## src/rtl/load_store_unit_pkg.sv

```systemverilog
// Shared types and constants for the RV32I load/store unit.
package load_store_unit_pkg;

  localparam logic [2:0] LSU_B  = 3'b000;
  localparam logic [2:0] LSU_H  = 3'b001;
  localparam logic [2:0] LSU_W  = 3'b010;
  localparam logic [2:0] LSU_BU = 3'b100;
  localparam logic [2:0] LSU_HU = 3'b101;

  typedef enum logic [1:0] {
    LSU_IDLE   = 2'd0,
    LSU_ACCESS = 2'd1,
    LSU_RESP   = 2'd2
  } lsu_state_e;

  function automatic logic funct3_legal(input logic is_store, input logic [2:0] f3);
    if (is_store) return (f3 == LSU_B) || (f3 == LSU_H) || (f3 == LSU_W);
    return (f3 == LSU_B) || (f3 == LSU_H) || (f3 == LSU_W) ||
           (f3 == LSU_BU) || (f3 == LSU_HU);
  endfunction

endpackage

```

## src/rtl/load_store_unit_if.sv

```systemverilog
// Request/response and data-memory bus of the load/store unit.
interface load_store_unit_if
  import load_store_unit_pkg::*;
#(
  parameter int DATA_WIDTH = 32,
  parameter int ADDR_WIDTH = 32
);
  logic                  req_valid;
  logic                  req_ready;
  logic                  is_store;
  logic [2:0]            funct3;
  logic [ADDR_WIDTH-1:0] addr;
  logic [DATA_WIDTH-1:0] store_data;
  logic                  mem_req;
  logic                  mem_we;
  logic [ADDR_WIDTH-1:0] mem_addr;
  logic [3:0]            mem_wstrb;
  logic [DATA_WIDTH-1:0] mem_wdata;
  logic                  mem_ack;
  logic [DATA_WIDTH-1:0] mem_rdata;
  logic                  rsp_valid;
  logic [DATA_WIDTH-1:0] rsp_data;
  logic                  rsp_err;

  // master is the surrounding environment (execute stage + memory)
  modport master (
    output req_valid, is_store, funct3, addr, store_data, mem_ack, mem_rdata,
    input  req_ready, mem_req, mem_we, mem_addr, mem_wstrb, mem_wdata,
    input  rsp_valid, rsp_data, rsp_err
  );

  modport slave (
    input  req_valid, is_store, funct3, addr, store_data, mem_ack, mem_rdata,
    output req_ready, mem_req, mem_we, mem_addr, mem_wstrb, mem_wdata,
    output rsp_valid, rsp_data, rsp_err
  );
endinterface

```

## src/rtl/load_store_unit_align.sv

```systemverilog
// Byte-lane steering: store strobes/replication, load extraction and extension.
module lsu_align
  import load_store_unit_pkg::*;
#(
  parameter int DATA_WIDTH = 32
) (
  input  logic [2:0]            funct3_i,
  input  logic [1:0]            offset_i,
  input  logic [DATA_WIDTH-1:0] store_data_i,
  input  logic [DATA_WIDTH-1:0] rdata_i,
  output logic [3:0]            wstrb_o,
  output logic [DATA_WIDTH-1:0] wdata_o,
  output logic [DATA_WIDTH-1:0] load_o,
  output logic                  misaligned_o
);
  logic [DATA_WIDTH-1:0] lane;

  always_comb begin
    lane         = rdata_i >> {offset_i, 3'b000};
    wstrb_o      = 4'b0000;
    wdata_o      = store_data_i;
    load_o       = '0;
    misaligned_o = 1'b0;

    // funct3[1:0] is the access size for both loads and stores
    case (funct3_i[1:0])
      2'b00: begin
        wstrb_o = 4'b0001 << offset_i;
        wdata_o = {4{store_data_i[7:0]}};
      end
      2'b01: begin
        wstrb_o      = 4'b0011 << offset_i;
        wdata_o      = {2{store_data_i[15:0]}};
        misaligned_o = offset_i[0];
      end
      2'b10: begin
        wstrb_o      = 4'b1111;
        misaligned_o = (offset_i != 2'b00);
      end
      default: ;
    endcase

    case (funct3_i)
      LSU_B:   load_o = {{24{lane[7]}}, lane[7:0]};
      LSU_H:   load_o = {{16{lane[15]}}, lane[15:0]};
      LSU_W:   load_o = rdata_i;
      LSU_BU:  load_o = {24'd0, lane[7:0]};
      LSU_HU:  load_o = {16'd0, lane[15:0]};
      default: load_o = '0;
    endcase
  end
endmodule

```

## src/rtl/load_store_unit.sv

```systemverilog
// RV32I load/store unit: IDLE/ACCESS/RESP FSM around one req/ack memory access.
module load_store_unit
  import load_store_unit_pkg::*;
#(
  parameter int DATA_WIDTH = 32,
  parameter int ADDR_WIDTH = 32
) (
  input logic               clk,
  input logic               rst,
  load_store_unit_if.slave  bus
);
  lsu_state_e            state_q, state_d;
  logic                  is_store_q;
  logic [2:0]            funct3_q;
  logic [1:0]            offset_q;
  logic                  mem_we_q;
  logic [ADDR_WIDTH-1:0] mem_addr_q;
  logic [3:0]            mem_wstrb_q;
  logic [DATA_WIDTH-1:0] mem_wdata_q;
  logic [DATA_WIDTH-1:0] rsp_data_q;
  logic                  rsp_err_q;

  logic                  accept_ok, accept_err, capture;
  logic [2:0]            al_funct3;
  logic [1:0]            al_offset;
  logic [3:0]            al_wstrb;
  logic [DATA_WIDTH-1:0] al_wdata, al_load;
  logic                  al_misaligned;

  // In IDLE the aligner sees the incoming request; afterwards the latched one
  assign al_funct3 = (state_q == LSU_IDLE) ? bus.funct3    : funct3_q;
  assign al_offset = (state_q == LSU_IDLE) ? bus.addr[1:0] : offset_q;

  lsu_align #(.DATA_WIDTH(DATA_WIDTH)) u_align (
    .funct3_i     (al_funct3),
    .offset_i     (al_offset),
    .store_data_i (bus.store_data),
    .rdata_i      (bus.mem_rdata),
    .wstrb_o      (al_wstrb),
    .wdata_o      (al_wdata),
    .load_o       (al_load),
    .misaligned_o (al_misaligned)
  );

  always_comb begin
    state_d    = state_q;
    accept_ok  = 1'b0;
    accept_err = 1'b0;
    capture    = 1'b0;
    case (state_q)
      LSU_IDLE: begin
        if (bus.req_valid) begin
          if (funct3_legal(bus.is_store, bus.funct3) && !al_misaligned) begin
            accept_ok = 1'b1;
            state_d   = LSU_ACCESS;
          end else begin
            accept_err = 1'b1;
            state_d    = LSU_RESP;
          end
        end
      end
      LSU_ACCESS: begin
        if (bus.mem_ack) begin
          capture = 1'b1;
          state_d = LSU_RESP;
        end
      end
      default: state_d = LSU_IDLE;
    endcase
  end

  always_ff @(posedge clk) begin
    if (rst) begin
      state_q     <= LSU_IDLE;
      is_store_q  <= 1'b0;
      funct3_q    <= 3'b000;
      offset_q    <= 2'b00;
      mem_we_q    <= 1'b0;
      mem_addr_q  <= '0;
      mem_wstrb_q <= 4'b0000;
      mem_wdata_q <= '0;
      rsp_data_q  <= '0;
      rsp_err_q   <= 1'b0;
    end else begin
      state_q <= state_d;
      if (accept_ok || accept_err) begin
        is_store_q <= bus.is_store;
        funct3_q   <= bus.funct3;
        offset_q   <= bus.addr[1:0];
      end
      if (accept_ok) begin
        mem_we_q    <= bus.is_store;
        mem_addr_q  <= {bus.addr[ADDR_WIDTH-1:2], 2'b00};
        mem_wstrb_q <= bus.is_store ? al_wstrb : 4'b0000;
        mem_wdata_q <= al_wdata;
      end
      if (accept_err) begin
        rsp_data_q <= '0;
        rsp_err_q  <= 1'b1;
      end
      if (capture) begin
        rsp_data_q <= is_store_q ? '0 : al_load;
        rsp_err_q  <= 1'b0;
      end
    end
  end

  assign bus.req_ready = (state_q == LSU_IDLE);
  assign bus.mem_req   = (state_q == LSU_ACCESS);
  assign bus.rsp_valid = (state_q == LSU_RESP);
  assign bus.mem_we    = mem_we_q;
  assign bus.mem_addr  = mem_addr_q;
  assign bus.mem_wstrb = mem_wstrb_q;
  assign bus.mem_wdata = mem_wdata_q;
  assign bus.rsp_data  = rsp_data_q;
  assign bus.rsp_err   = rsp_err_q;
endmodule

```

## src/flat_wrapper.sv

```systemverilog
// flat-port wrapper written by rule: the top's interface ports become plain ports
module load_store_unit_flat import load_store_unit_pkg::*;
#(
  parameter int DATA_WIDTH = 32,
  parameter int ADDR_WIDTH = 32
)
  (clk, rst, bus_req_valid, bus_is_store, bus_funct3, bus_addr, bus_store_data, bus_mem_ack, bus_mem_rdata, bus_req_ready, bus_mem_req, bus_mem_we, bus_mem_addr, bus_mem_wstrb, bus_mem_wdata, bus_rsp_valid, bus_rsp_data, bus_rsp_err);
  load_store_unit_if #(.DATA_WIDTH(DATA_WIDTH), .ADDR_WIDTH(ADDR_WIDTH)) bus_i ();
  input logic clk;
  input logic rst;
  input wire logic [$bits(bus_i.req_valid)-1:0] bus_req_valid;
  input wire logic [$bits(bus_i.is_store)-1:0] bus_is_store;
  input wire logic [$bits(bus_i.funct3)-1:0] bus_funct3;
  input wire logic [$bits(bus_i.addr)-1:0] bus_addr;
  input wire logic [$bits(bus_i.store_data)-1:0] bus_store_data;
  input wire logic [$bits(bus_i.mem_ack)-1:0] bus_mem_ack;
  input wire logic [$bits(bus_i.mem_rdata)-1:0] bus_mem_rdata;
  output wire logic [$bits(bus_i.req_ready)-1:0] bus_req_ready;
  output wire logic [$bits(bus_i.mem_req)-1:0] bus_mem_req;
  output wire logic [$bits(bus_i.mem_we)-1:0] bus_mem_we;
  output wire logic [$bits(bus_i.mem_addr)-1:0] bus_mem_addr;
  output wire logic [$bits(bus_i.mem_wstrb)-1:0] bus_mem_wstrb;
  output wire logic [$bits(bus_i.mem_wdata)-1:0] bus_mem_wdata;
  output wire logic [$bits(bus_i.rsp_valid)-1:0] bus_rsp_valid;
  output wire logic [$bits(bus_i.rsp_data)-1:0] bus_rsp_data;
  output wire logic [$bits(bus_i.rsp_err)-1:0] bus_rsp_err;
  assign bus_i.req_valid = bus_req_valid;
  assign bus_i.is_store = bus_is_store;
  assign bus_i.funct3 = bus_funct3;
  assign bus_i.addr = bus_addr;
  assign bus_i.store_data = bus_store_data;
  assign bus_i.mem_ack = bus_mem_ack;
  assign bus_i.mem_rdata = bus_mem_rdata;
  assign bus_req_ready = bus_i.req_ready;
  assign bus_mem_req = bus_i.mem_req;
  assign bus_mem_we = bus_i.mem_we;
  assign bus_mem_addr = bus_i.mem_addr;
  assign bus_mem_wstrb = bus_i.mem_wstrb;
  assign bus_mem_wdata = bus_i.mem_wdata;
  assign bus_rsp_valid = bus_i.rsp_valid;
  assign bus_rsp_data = bus_i.rsp_data;
  assign bus_rsp_err = bus_i.rsp_err;
  load_store_unit #(.DATA_WIDTH(DATA_WIDTH), .ADDR_WIDTH(ADDR_WIDTH)) u_core (.clk(clk), .rst(rst), .bus(bus_i));
endmodule
```

## config.mk

```make
export PLATFORM = sky130hd
export DESIGN_NAME = load_store_unit_flat
export DESIGN_NICKNAME = d
export VERILOG_FILES = /design/src/rtl/load_store_unit_pkg.sv /design/src/rtl/load_store_unit_if.sv /design/src/rtl/load_store_unit_align.sv /design/src/rtl/load_store_unit.sv /design/src/flat_wrapper.sv
export SDC_FILE = /design/constraint.sdc
export NUM_CORES = 1
export LEC_CHECK = 0
export ABC_AREA = 1
export CAP_MARGIN = 10
export CORE_ASPECT_RATIO = 1.25
export CORE_MARGIN = 2
export CORE_UTILIZATION = 35
export CTS_CLUSTER_SIZE = 24
export DETAILED_ROUTE_END_ITERATION = 10
export HOLD_SLACK_MARGIN = 0.03
export PLACE_DENSITY = 0.67
export SETUP_SLACK_MARGIN = 0.3
export SLEW_MARGIN = 20
export SYNTH_ARGS = -nofsm -noshare
export SYNTH_HDL_FRONTEND = slang
export SYNTH_HIERARCHICAL = 1
export SYNTH_SLANG_ARGS = --single-unit
```

## constraint.sdc

```tcl
create_clock -name clk -period 5 [get_ports clk]
set_input_delay 0.75 -clock clk [delete_from_list [all_inputs] [get_ports clk]]
set_output_delay 0.75 -clock clk [all_outputs]
set_load 0.01 [all_outputs]
```

Word-level counts from Yosys, hierarchy flattened. Cells that the tools add are included.

Bits in registers: 108. Input bits: 104.

Equality and inequality tests: 14. Shift operators: 3. Muxes and demuxes: 29. Reductions and logical operators: 15.

Operators with widths (count): $pmux 32 s5 (1); $mux 32 (3); $pmux 32 s2 (1); $shr 32x5->16 (1); $mux 1 (15); $eq 3x3->1 const B (4); $pmux 4 s3 (1); $mux 2 (4); $eq 3x1->1 const B (2); $eq 3x2->1 const B (2); $logic_not 3->1 (2); $logic_or 1x1->1 (5); $eq 2x1->1 const B (2); $eq 2x2->1 const B (2); $logic_not 2->1 (2); $mux 4 (1); $ne 2x2->1 const B (2); $pmux 2 s2 (1); $reduce_bool 2->1 (2); $shl 1x2->4 const A (1); $shl 2x2->4 const A (1); $mux 3 (1); $pmux 1 s2 (1); $reduce_and 2->1 (1); 3 further kinds (3).

Longest topological paths before layout. Gate-level depths: netlist of the first run.

Word-level depth: 14. Mapped depth: 15. Mapped depth without buffers: 12.

Cells and area by module. Netlist of the first run, hierarchy kept.

Modules (own cells, without submodules): load_store_unit (instances 1, cells an instance 497, area an instance 3925.0 um^2); lsu_align (instances 1, cells an instance 296, area an instance 1418.9 um^2).

Worst setup path after synthesis of the first run. Ideal clock, no wire load.

Path type: register to register. Start: reg u_core.state_q[1]. End: reg u_core.mem_addr_q[26] (netlist: u_core/bus.mem_addr[26]). Data arrival time: 2.497 ns. Slack: 2.371 ns. Stages on the path, launching flop included: 16. Buffers on the path: 4. Cell sequence: dfxtp_1 > nor2_2 > clkbuf_1 > nand2_1 > o21ai_0 > inv_1 > ha_1 > clkbuf_1 > nand2_1 > a21oi_1 > a21oi_1 > nand3_2 > buf_4 > buf_2 > nand2_1 > a21oi_1.

Word-level cells in the longest chain between the ends: 9.

Ends and longest elaborated chain: from (decl) (line load_store_unit.sv:12) `lsu_state_e state_q, state_d;`; from (signal assigned) (line load_store_unit.sv:85) `state_q <= state_d;`; $logic_not 2->1 *; via bus_req_ready (line flat_wrapper.sv:18) `output wire logic [$bits(bus_i.req_ready)-1:0] bus_req_ready;`; $mux 3 * (line load_store_unit.sv:31) `assign al_funct3 = (state_q == LSU_IDLE) ? bus.funct3 : funct3_q;`; via u_core.al_funct3[1] (line load_store_unit.sv:24) `logic [2:0] al_funct3;`; $eq 2x2->1 / $eq 2x1->1 (equally long branches) (line load_store_unit_align.sv:26) `case (funct3_i[1:0])`; $pmux 1 s2 * (line load_store_unit_align.sv:26); via u_core.al_misaligned (line load_store_unit.sv:28) `logic al_misaligned;`; $logic_not 1->1 * (line load_store_unit.sv:53) `if (funct3_legal(bus.is_store, bus.funct3) && !al_misaligned) begin`; $logic_and 1x1->1 * (line load_store_unit.sv:53); $mux 1 * (line load_store_unit.sv:53); $mux 1 * (line load_store_unit.sv:52) `if (bus.req_valid) begin`; $mux 1 * (line load_store_unit.sv:50) `case (state_q)`; to (signal assigned) (line load_store_unit.sv:93) `mem_addr_q <= {bus.addr[ADDR_WIDTH-1:2], 2'b00};`; to (decl) (line load_store_unit.sv:17) `logic [ADDR_WIDTH-1:0] mem_addr_q;`.

The timed path passes the listed nets; every way through them passes the cells marked *. A chain may end at the register's enable or synchronous reset.

Final worst setup path of the first run.
Start: reg u_core.state_q[1]. End: reg u_core.mem_wdata_q[30] (netlist: u_core/bus.mem_wdata[30]).

Word-level cells in the longest chain between the ends: 9.

Ends and longest elaborated chain: $logic_not 2->1 * (line load_store_unit.sv:31); $mux 3 * (line load_store_unit.sv:31); via u_core.al_funct3[1] (line load_store_unit.sv:24); $eq 2x2->1 / $eq 2x1->1 (equally long branches) (line load_store_unit_align.sv:26); $pmux 1 s2 * (line load_store_unit_align.sv:26); via u_core.al_misaligned (line load_store_unit.sv:28); $logic_not 1->1 * (line load_store_unit.sv:53); $logic_and 1x1->1 * (line load_store_unit.sv:53); $mux 1 * (line load_store_unit.sv:53); $mux 1 * (line load_store_unit.sv:52); $mux 1 * (line load_store_unit.sv:50); to (signal assigned) (line load_store_unit.sv:95) `mem_wdata_q <= al_wdata;`; to (decl) (line load_store_unit.sv:19) `logic [DATA_WIDTH-1:0] mem_wdata_q;`.

Marked as above.

==> impl_metrics.json, run 1 <==
{
  "clk_path_buf_depth": 2,
  "first_pass_iters": 5,
  "post-place-cells": 1128,
  "seq_area_um2": 2160,
  "cp-start-kind": "register",
  "rsz0062_at_grt": "no",
  "highest_layer": "met4",
  "postCtsSetupBuffers": 0,
  "wl_met3_um": 1230,
  "final_cells": 1144,
  "yosysWarnings": 6,
  "synth_top_area_cell": "dfxtp_1",
  "hold_class": "reg -> reg",
  "wl_met1_um": 7050,
  "ant_nets": 0,
  "viasPerCell": 4.92,
  "finalCriticalPeriod_ps": 3490,
  "hold_viol": 0,
  "clkLatencyLatePin_ps": 350,
  "ys_seq_area_frac": 0.405,
  "worstSetupPathType": "reg -> reg",
  "syn_to_final_growth_pct": 42.5,
  "power_leakage_nw": 3.02,
  "syn_area_per_cell_um2": 6.74,
  "hold_ws_ps": 449,
  "initial_core_util": 0.357,
  "wirelength_um": 17000,
  "gr-total-overflow": 0,
  "ir_worst_vdd_v": 0.000150,
  "dieArea_um2": 16300,
  "grt_pass1_wl_um": 26800,
  "cts_tree": "done",
  "multi_input_comb_area_um2": 2560,
  "cp_max_fo": 62,
  "utilization": 0.509,
  "num_rows": 50,
  "num_vias": 5628,
  "arrival_ps": 3690,
  "wl_per_cell_um": 14.9,
  "finalNetCount": 1064,
  "yosys-top-cells-area": "dfxtp_1 (40%), nand2_1 (21%), a21oi_1 (10%)",
  "ys_types": 30,
  "grt_use_total": 0.207,
  "setup_viol": 0,
  "clk_transition_reported_paths_ps": 70,
  "synth_area_um2": 5340,
  "grt_start_max_net_pins": 69,
  "grt_antenna_before_repair": 0,
  "core-area_um2": 15000,
  "numCtsBuffers": 9,
  "grt_pass1_vias": 5155,
  "power_density_nw_per_um2": 303,
  "ctsHoldBuffers": 0,
  "die_w_um": 115,
  "synth_seq_cells": 108,
  "cts_resized": 0,
  "fin_tns_setup_ps": 0,
  "fin_crit_sh": 0.697,
  "slew_headroom": 0.416,
  "io_pins": 209,
  "endpoint_kind": "register",
  "total_power_mw": 2.31,
  "synth_cells": 793,
  "cts.sinks": 108,
  "drc": 0,
  "cts_max_level": 3,
  "skew_ps": 12.0,
  "numPortBuffers": 206,
  "diodes": 0,
  "outcome": "complete, no violations",
  "nFillCells": 1502,
  "die_height_um": 142,
  "drt_iter0_markers": 394,
  "fmax_mhz": 287,
  "slew_viol_final": 0,
  "cts-root-buf": "clkbuf_16",
  "wl_met2_um": 8220,
  "max_cap_viol_count": 0,
  "required_ps": 5210,
  "drive_gt1_frac": 0.0468,
  "gp_congestion": 0.888,
  "hpwlAfterDp_um": 12200,
  "worst_pin_slew_ps": 876,
  "synth_top_cell_area_share": 0.405
}
[where the power goes]
| group | internal (mW) | switching (mW) | total, mW |
|---|---|---|---|
| combinational | 0.262 | 0.359 | 0.621 |
| sequential | 0.908 | 0.0239 | 0.932 |
| clock | 0.423 | 0.333 | 0.756 |
| total | 1.59 | 0.716 | 2.31 |
[layer usage]
layer | vias up | global-route usage
li1 | 2861 | -
met5 | - | 0
met2 | 205 | 0.334
met1 | 2534 | 0.261
met3 | 28 | 0.0481
met4 | 0 | 0.0944
[critical path: stages, from the launching register on]
cell and delay (ps):
dfxtp_1 340, nor2_2 470, o21ai_0 310, inv_1 180, ha_1 500, nand2_1 150, a21oi_1 180, a21oi_1 80
nand3_2 100, clkinv_2 650, nand2_1 270, a21oi_1 100
[Yosys cell counts, drive strengths merged]
cell	n
clkinv	2
o22ai	9
conb	1
a21oi	110
nand2	296
o31ai	1
inv	61
buf	46
o21ai	43
dfxtp	108
o211ai	1
nand3	80
clkbuf	14
nor2	18
ha	3
[final timing paths]
path,start,endpoint,slack [ps],cells past startpoint
worst max-delay path,u_core/state_q[1],u_core/bus.mem_wdata[30],1510,11
worst min-delay path,u_core/funct3_q[2],u_core/funct3_q[2],450,2
worst min register to register,u_core/funct3_q[2],u_core/funct3_q[2],450,2
worst max register to register,u_core/state_q[1],u_core/bus.mem_wdata[30],1510,11
[through the flow]
stage | instance area, um2 | setup slack [ps]
2_1_floorplan | 5350 | 2370
3_5_place_dp | 7290 | 1210
4_1_cts | 7610 | 1550
3_3_place_gp | 7290 | 1280
6_report | 7610 | 1510
5_1_grt | 7610 | 1140
[sequential cells by signal, indices dropped and copies added (netlist names)]
name	flops
u_core/is_store_q	1
u_core/bus.mem_addr	30
u_core/funct3_q	3
u_core/bus.mem_wstrb	4
u_core/offset_q	2
u_core/bus.rsp_data	32
u_core/state_q	2
u_core/bus.mem_we	1
u_core/bus.rsp_err	1
u_core/bus.mem_wdata	32
[cells by family after synthesis]
| kind of cell | count (synthesis) | share of synthesized area |
|---|---|---|
| adder cells (fa/ha/maj) | 3 | 0.00702 |
| flip-flops | 108 | 0.405 |
| AND/OR/NAND/NOR | 394 | 0.313 |
| AO/OA/AOI/OAI | 164 | 0.158 |
| other | 1 | 0.000702 |
| buffers and inverters | 123 | 0.117 |
[cell usage in the layout (no fill, tap or decap), types with 2 or more instances in the layout]
cell type and count:
nand2_1 292, inv_2 4, nor2_1 13, nand3_2 4, clkbuf_8 2, clkdlybuf4s50_1 205
clkbuf_16 9, conb_1 2, nand3_4 2, clkinv_4 3, nand3_1 74, nor2_2 3
dfxtp_1 108, buf_4 7, a21oi_1 110, inv_1 57, ha_1 3, nand2_2 3
o21ai_0 41, o22ai_1 8
[final cells by class]
| cell class | instances | share of cell area |
|---|---|---|
| repair buffers | 212 | 0.276 |
| multi-input cells | 563 | 0.337 |
| inverters | 63 | 0.0312 |
| well taps | 182 | 0.0299 |
| clock buffers | 11 | 0.0332 |
| flip-flops and latches | 108 | 0.284 |
| clock inverters | 5 | 0.00887 |
Power figures use the tool's default switching activity.
==> run 2, diff against run 1 <==
==> constraint.sdc (replaced) <==
create_clock -name clk -period 3.3 [get_ports clk]
set_input_delay 0.495 -clock clk [delete_from_list [all_inputs] [get_ports clk]]
set_output_delay 0.495 -clock clk [all_outputs]
set_load 0.01 [all_outputs]
==> run 2 against run 1 <==
Sequential share of layout area down 0.24 points; hold slack is essentially flat; count of clock-buffer cells in the layout shrank 1; clock skew is 2.4 ps lower; sequential power is 51% higher; critical path depth down 1; combinational power is 54% higher; largest cell class unchanged.
==> impl_metrics.json, run 2 (same netlist as run 1, synthesis figures left out) <==
{
  "grt_use_total": 0.204,
  "setup_viol": 0,
  "arrival_ps": 3000,
  "hold_ws_ps": 449,
  "fmax_mhz": 367,
  "hold_viol": 0,
  "cts-root-buf": "clkbuf_16",
  "dieArea_um2": 16300,
  "initial_core_util": 0.357,
  "postCtsSetupBuffers": 0,
  "clk_transition_reported_paths_ps": 70,
  "clk_path_buf_depth": 2,
  "rsz0062_at_grt": "no",
  "numPortBuffers": 206,
  "cts_tree": "done",
  "wirelength_um": 17000,
  "outcome": "complete, no violations",
  "cp_max_fo": 24,
  "cp-start-kind": "register",
  "viasPerCell": 4.93,
  "power_leakage_nw": 3.06,
  "hpwlAfterDp_um": 12100,
  "grt_pass1_vias": 5048,
  "io_pins": 209,
  "max_cap_viol_count": 0,
  "die_w_um": 115,
  "utilization": 0.514,
  "endpoint_kind": "register",
  "numCtsBuffers": 9,
  "wl_per_cell_um": 14.8,
  "drt_iter0_markers": 344,
  "num_vias": 5686,
  "grt_start_max_net_pins": 63,
  "grt_pass1_wl_um": 26300,
  "core-area_um2": 15000,
  "power_density_nw_per_um2": 447,
  "fin_tns_setup_ps": 0,
  "ant_nets": 0,
  "syn_to_final_growth_pct": 43.7,
  "final_common_cell": "nand2_1",
  "required_ps": 3580,
  "total_power_mw": 3.44,
  "grt_antenna_before_repair": 0,
  "die_height_um": 142,
  "fin_crit_sh": 0.825,
  "diodes": 0,
  "place_area_um2": 7390,
  "cts_resized": 0,
  "hold_class": "reg -> reg",
  "cts.sinks": 108,
  "skew_ps": 9.61,
  "post-route-cell-area_um2": 7680,
  "finalCriticalPeriod_ps": 2720,
  "drive_gt1_frac": 0.0546,
  "first_pass_iters": 5,
  "num_rows": 50,
  "drc": 0,
  "cts_max_level": 3,
  "final_cell_mix": "nand2_1 (292), clkdlybuf4s50_1 (205), a21oi_1 (110)",
  "ctsHoldBuffers": 0,
  "slew_viol_final": 0,
  "worstSetupPathType": "reg -> reg",
  "gp_congestion": 0.887,
  "gr-total-overflow": 0,
  "clkLatencyLatePin_ps": 350,
  "ir_worst_vdd_v": 0.000231,
  "finalNetCount": 1073
}
-- run 2: cell count changes in the layout (fill, tap and decap cells not counted) --
cell / change
inv_6: +3
buf_12: +2
nor2_4: +1
clkbuf_1: +1
buf_4: +6
clkinv_4: -1
clkbuf_8: -2
nor2_2: -1
buf_6: +1
bufinv_16: -1
-- run 2: critical path: stages, from the launching register on --
cell     delay [ps]
dfxtp_1         350
nor2_4          290
o21ai_0         240
inv_1           170
ha_1            440
inv_2           200
nor2_1          210
nand3_4         290
nand3_1         230
nand2_1          80
a21oi_1         140
-- run 2: metal layers --
metal  share of wire  vias up  GRT usage
met3           0.070       25     0.0371
met5               0        -          0
met1            0.42     2552      0.269
met4           0.026        0     0.0802
li1                -     2876          -
met2            0.48      233      0.329
-- run 2: final cells by class --
| type | count | area, um2 |
|---|---|---|
| Timing Repair Buffer | 221 | 2200 |
| Tap cell | 182 | 228 |
| Clock inverter | 6 | 55.1 |
| Sequential cell | 108 | 2160 |
| Inverter | 63 | 238 |
| Fill cell | 1479 | 7270 |
| Multi-Input combinational cell | 563 | 2570 |
| Clock buffer | 10 | 229 |
-- run 2: worst paths after layout --
kind / depth (start not counted) / from / slack, ps / to
setup / recovery: 10 / u_core/state_q[1] / 580 / u_core/bus.rsp_data[8]
hold / removal: 2 / u_core/funct3_q[0] / 450 / u_core/funct3_q[0]
setup reg to reg: 10 / u_core/state_q[1] / 580 / u_core/bus.rsp_data[8]
hold reg to reg: 2 / u_core/funct3_q[0] / 450 / u_core/funct3_q[0]
-- run 2: metrics by stage --
step	setup slack (ps)	cells
after floorplan	671	794
after detailed placement	261	1137
final	579	1153
after global placement	295	1137
after CTS	398	1153
after global routing	352	1153
-- run 2: report_power, final --
group,leakage (nW),switching (mW),internal (mW)
logic,2.04,0.542,0.415
clock network,0.140,0.534,0.530
registers,0.878,0.0381,1.38
==> run 3, diff against run 2 <==
==> constraint.sdc (replaced) <==
create_clock -name clk -period 2.81 [get_ports clk]
set_input_delay 0.4215 -clock clk [delete_from_list [all_inputs] [get_ports clk]]
set_output_delay 0.4215 -clock clk [all_outputs]
set_load 0.01 [all_outputs]
==> run 3 against run 2 <==
Sequential power is 18% higher; count of clock-buffer cells in the layout stayed put; clock power is 23% higher; combinational power is 21% higher; design area is 1.5% higher; global-route usage hardly changed; non-clock buffer count is 8 higher; flip-flop and latch count stayed put; die area stayed put; hold slack better by 0.56 ps; via count is 2.4% lower.
==> impl_metrics.json, run 3 (same netlist as run 1, synthesis figures left out) <==
{
  "syn_to_final_growth_pct": 45.9,
  "slew_viol_final": 0,
  "viasPerCell": 4.78,
  "required_ps": 3030,
  "ir_worst_vdd_v": 0.000305,
  "gr-total-overflow": 0,
  "skew_ps": 8.16,
  "clk_path_buf_depth": 2,
  "seq_area_um2": 2160,
  "hpwlAfterDp_um": 12200,
  "slew_headroom": 0.643,
  "initial_core_util": 0.357,
  "arrival_ps": 2530,
  "gp_congestion": 0.855,
  "hold_viol": 0,
  "fin_crit_sh": 0.821,
  "first_pass_iters": 5,
  "core-area_um2": 15000,
  "wl_per_cell_um": 14.4,
  "final_cells": 1161,
  "setup_viol": 0,
  "cts_tree": "done",
  "max_cap_viol_count": 0,
  "final_common_cell": "nand2_1",
  "wirelength_um": 16700,
  "numPortBuffers": 206,
  "cts_max_level": 3,
  "postCtsSetupBuffers": 0,
  "num_vias": 5552,
  "grt_use_total": 0.204,
  "grt_start_max_net_pins": 70,
  "io_pins": 209,
  "drt_iter0_markers": 335,
  "grt_pass1_vias": 5230,
  "worst_pin_slew_ps": 530,
  "nFillCells": 1481,
  "multi_input_comb_area_um2": 2570,
  "power_density_nw_per_um2": 528,
  "ant_nets": 0,
  "drc": 0,
  "rsz0062_at_grt": "no",
  "finalCriticalPeriod_ps": 2310,
  "outcome": "complete, no violations",
  "cp_max_fo": 64,
  "die_height_um": 142,
  "die_w_um": 115,
  "numCtsBuffers": 9,
  "clk_transition_reported_paths_ps": 80,
  "endpoint_kind": "register",
  "fin_tns_setup_ps": 0,
  "total_power_mw": 4.12,
  "num_rows": 50,
  "cts.sinks": 108,
  "cts-root-buf": "clkbuf_16",
  "grt_antenna_before_repair": 0,
  "cp-start-kind": "input port",
  "fmax_mhz": 433,
  "drive_gt1_frac": 0.0623,
  "finalNetCount": 1081,
  "clkLatencyLatePin_ps": 350,
  "post-place-cells": 1145,
  "hold_class": "reg -> reg",
  "power_leakage_nw": 3.11,
  "dieArea_um2": 16300,
  "grt_pass1_wl_um": 26400,
  "worstSetupPathType": "in -> reg",
  "diodes": 0,
  "ctsHoldBuffers": 0,
  "final_cell_mix": "nand2_1 (292), clkdlybuf4s50_1 (205), a21oi_1 (110)"
}
[run 3: routing by layer]
metal / track usage / part of all wire / vias to the layer above
met3: 0.0383 / 0.054 / 21
met4: 0.0712 / 0.022 / 0
met2: 0.344 / 0.49 / 174
met5: 0 / 0 / -
li1: - / - / 2888
met1: 0.259 / 0.43 / 2469
[run 3: timing repair]
action / in CTS / in global routing
endpoints found under the setup margin: 4 / 71
gates resized for setup: 1 / 2
pin swaps: 0 / 0
hold endpoints to repair: 0 / 0
[run 3: worst max-delay path, stage by stage]
cell,delay (ps)
clkdlybuf4s50_1,510
nand2_1,60
o21ai_1,90
inv_1,70
buf_4,140
ha_1,190
nand2_1,90
a21oi_1,70
a21oi_1,190
nand3_2,140
clkbuf_8,310
nand2_1,130
a21oi_1,70
[run 3: path summary, 6_finish.rpt]
check	startpoint	end	slack [ps]	cells after the start
max reg2reg	u_core/state_q[1]	u_core/bus.mem_addr[22]	510	13
max	bus_funct3[1]	u_core/bus.mem_addr[22]	500	13
min reg2reg	u_core/bus.rsp_err	u_core/bus.rsp_err	450	2
min	u_core/bus.rsp_err	u_core/bus.rsp_err	450	2
[run 3: power breakdown]
part           switching, mW  total, mW  internal (mW)
Sequential            0.0455       1.66           1.62
Clock                  0.598       1.30          0.701
Combinational          0.638       1.16          0.522
Total                   1.28       4.12           2.84
[run 3: cell type report]
type,count,share of cell area
well taps,182,0.0292
clock buffers,10,0.0294
inverters,63,0.0305
flip-flops and latches,108,0.277
multi-input cells,563,0.329
clock inverters,6,0.00931
repair buffers,229,0.295
[run 3: through the flow]
stage | area (um2) | setup slack [ps] | hold WS (ps) | util
after detailed placement | 7480 | 50.3 | 442 | 0.501
after global routing | 7800 | 299 | 484 | 0.522
after CTS | 7790 | 416 | 454 | 0.521
after global placement | 7480 | 86.2 | 439 | 0.501
final | 7800 | 502 | 450 | 0.522
after floorplan | 5350 | 325 | 424 | -
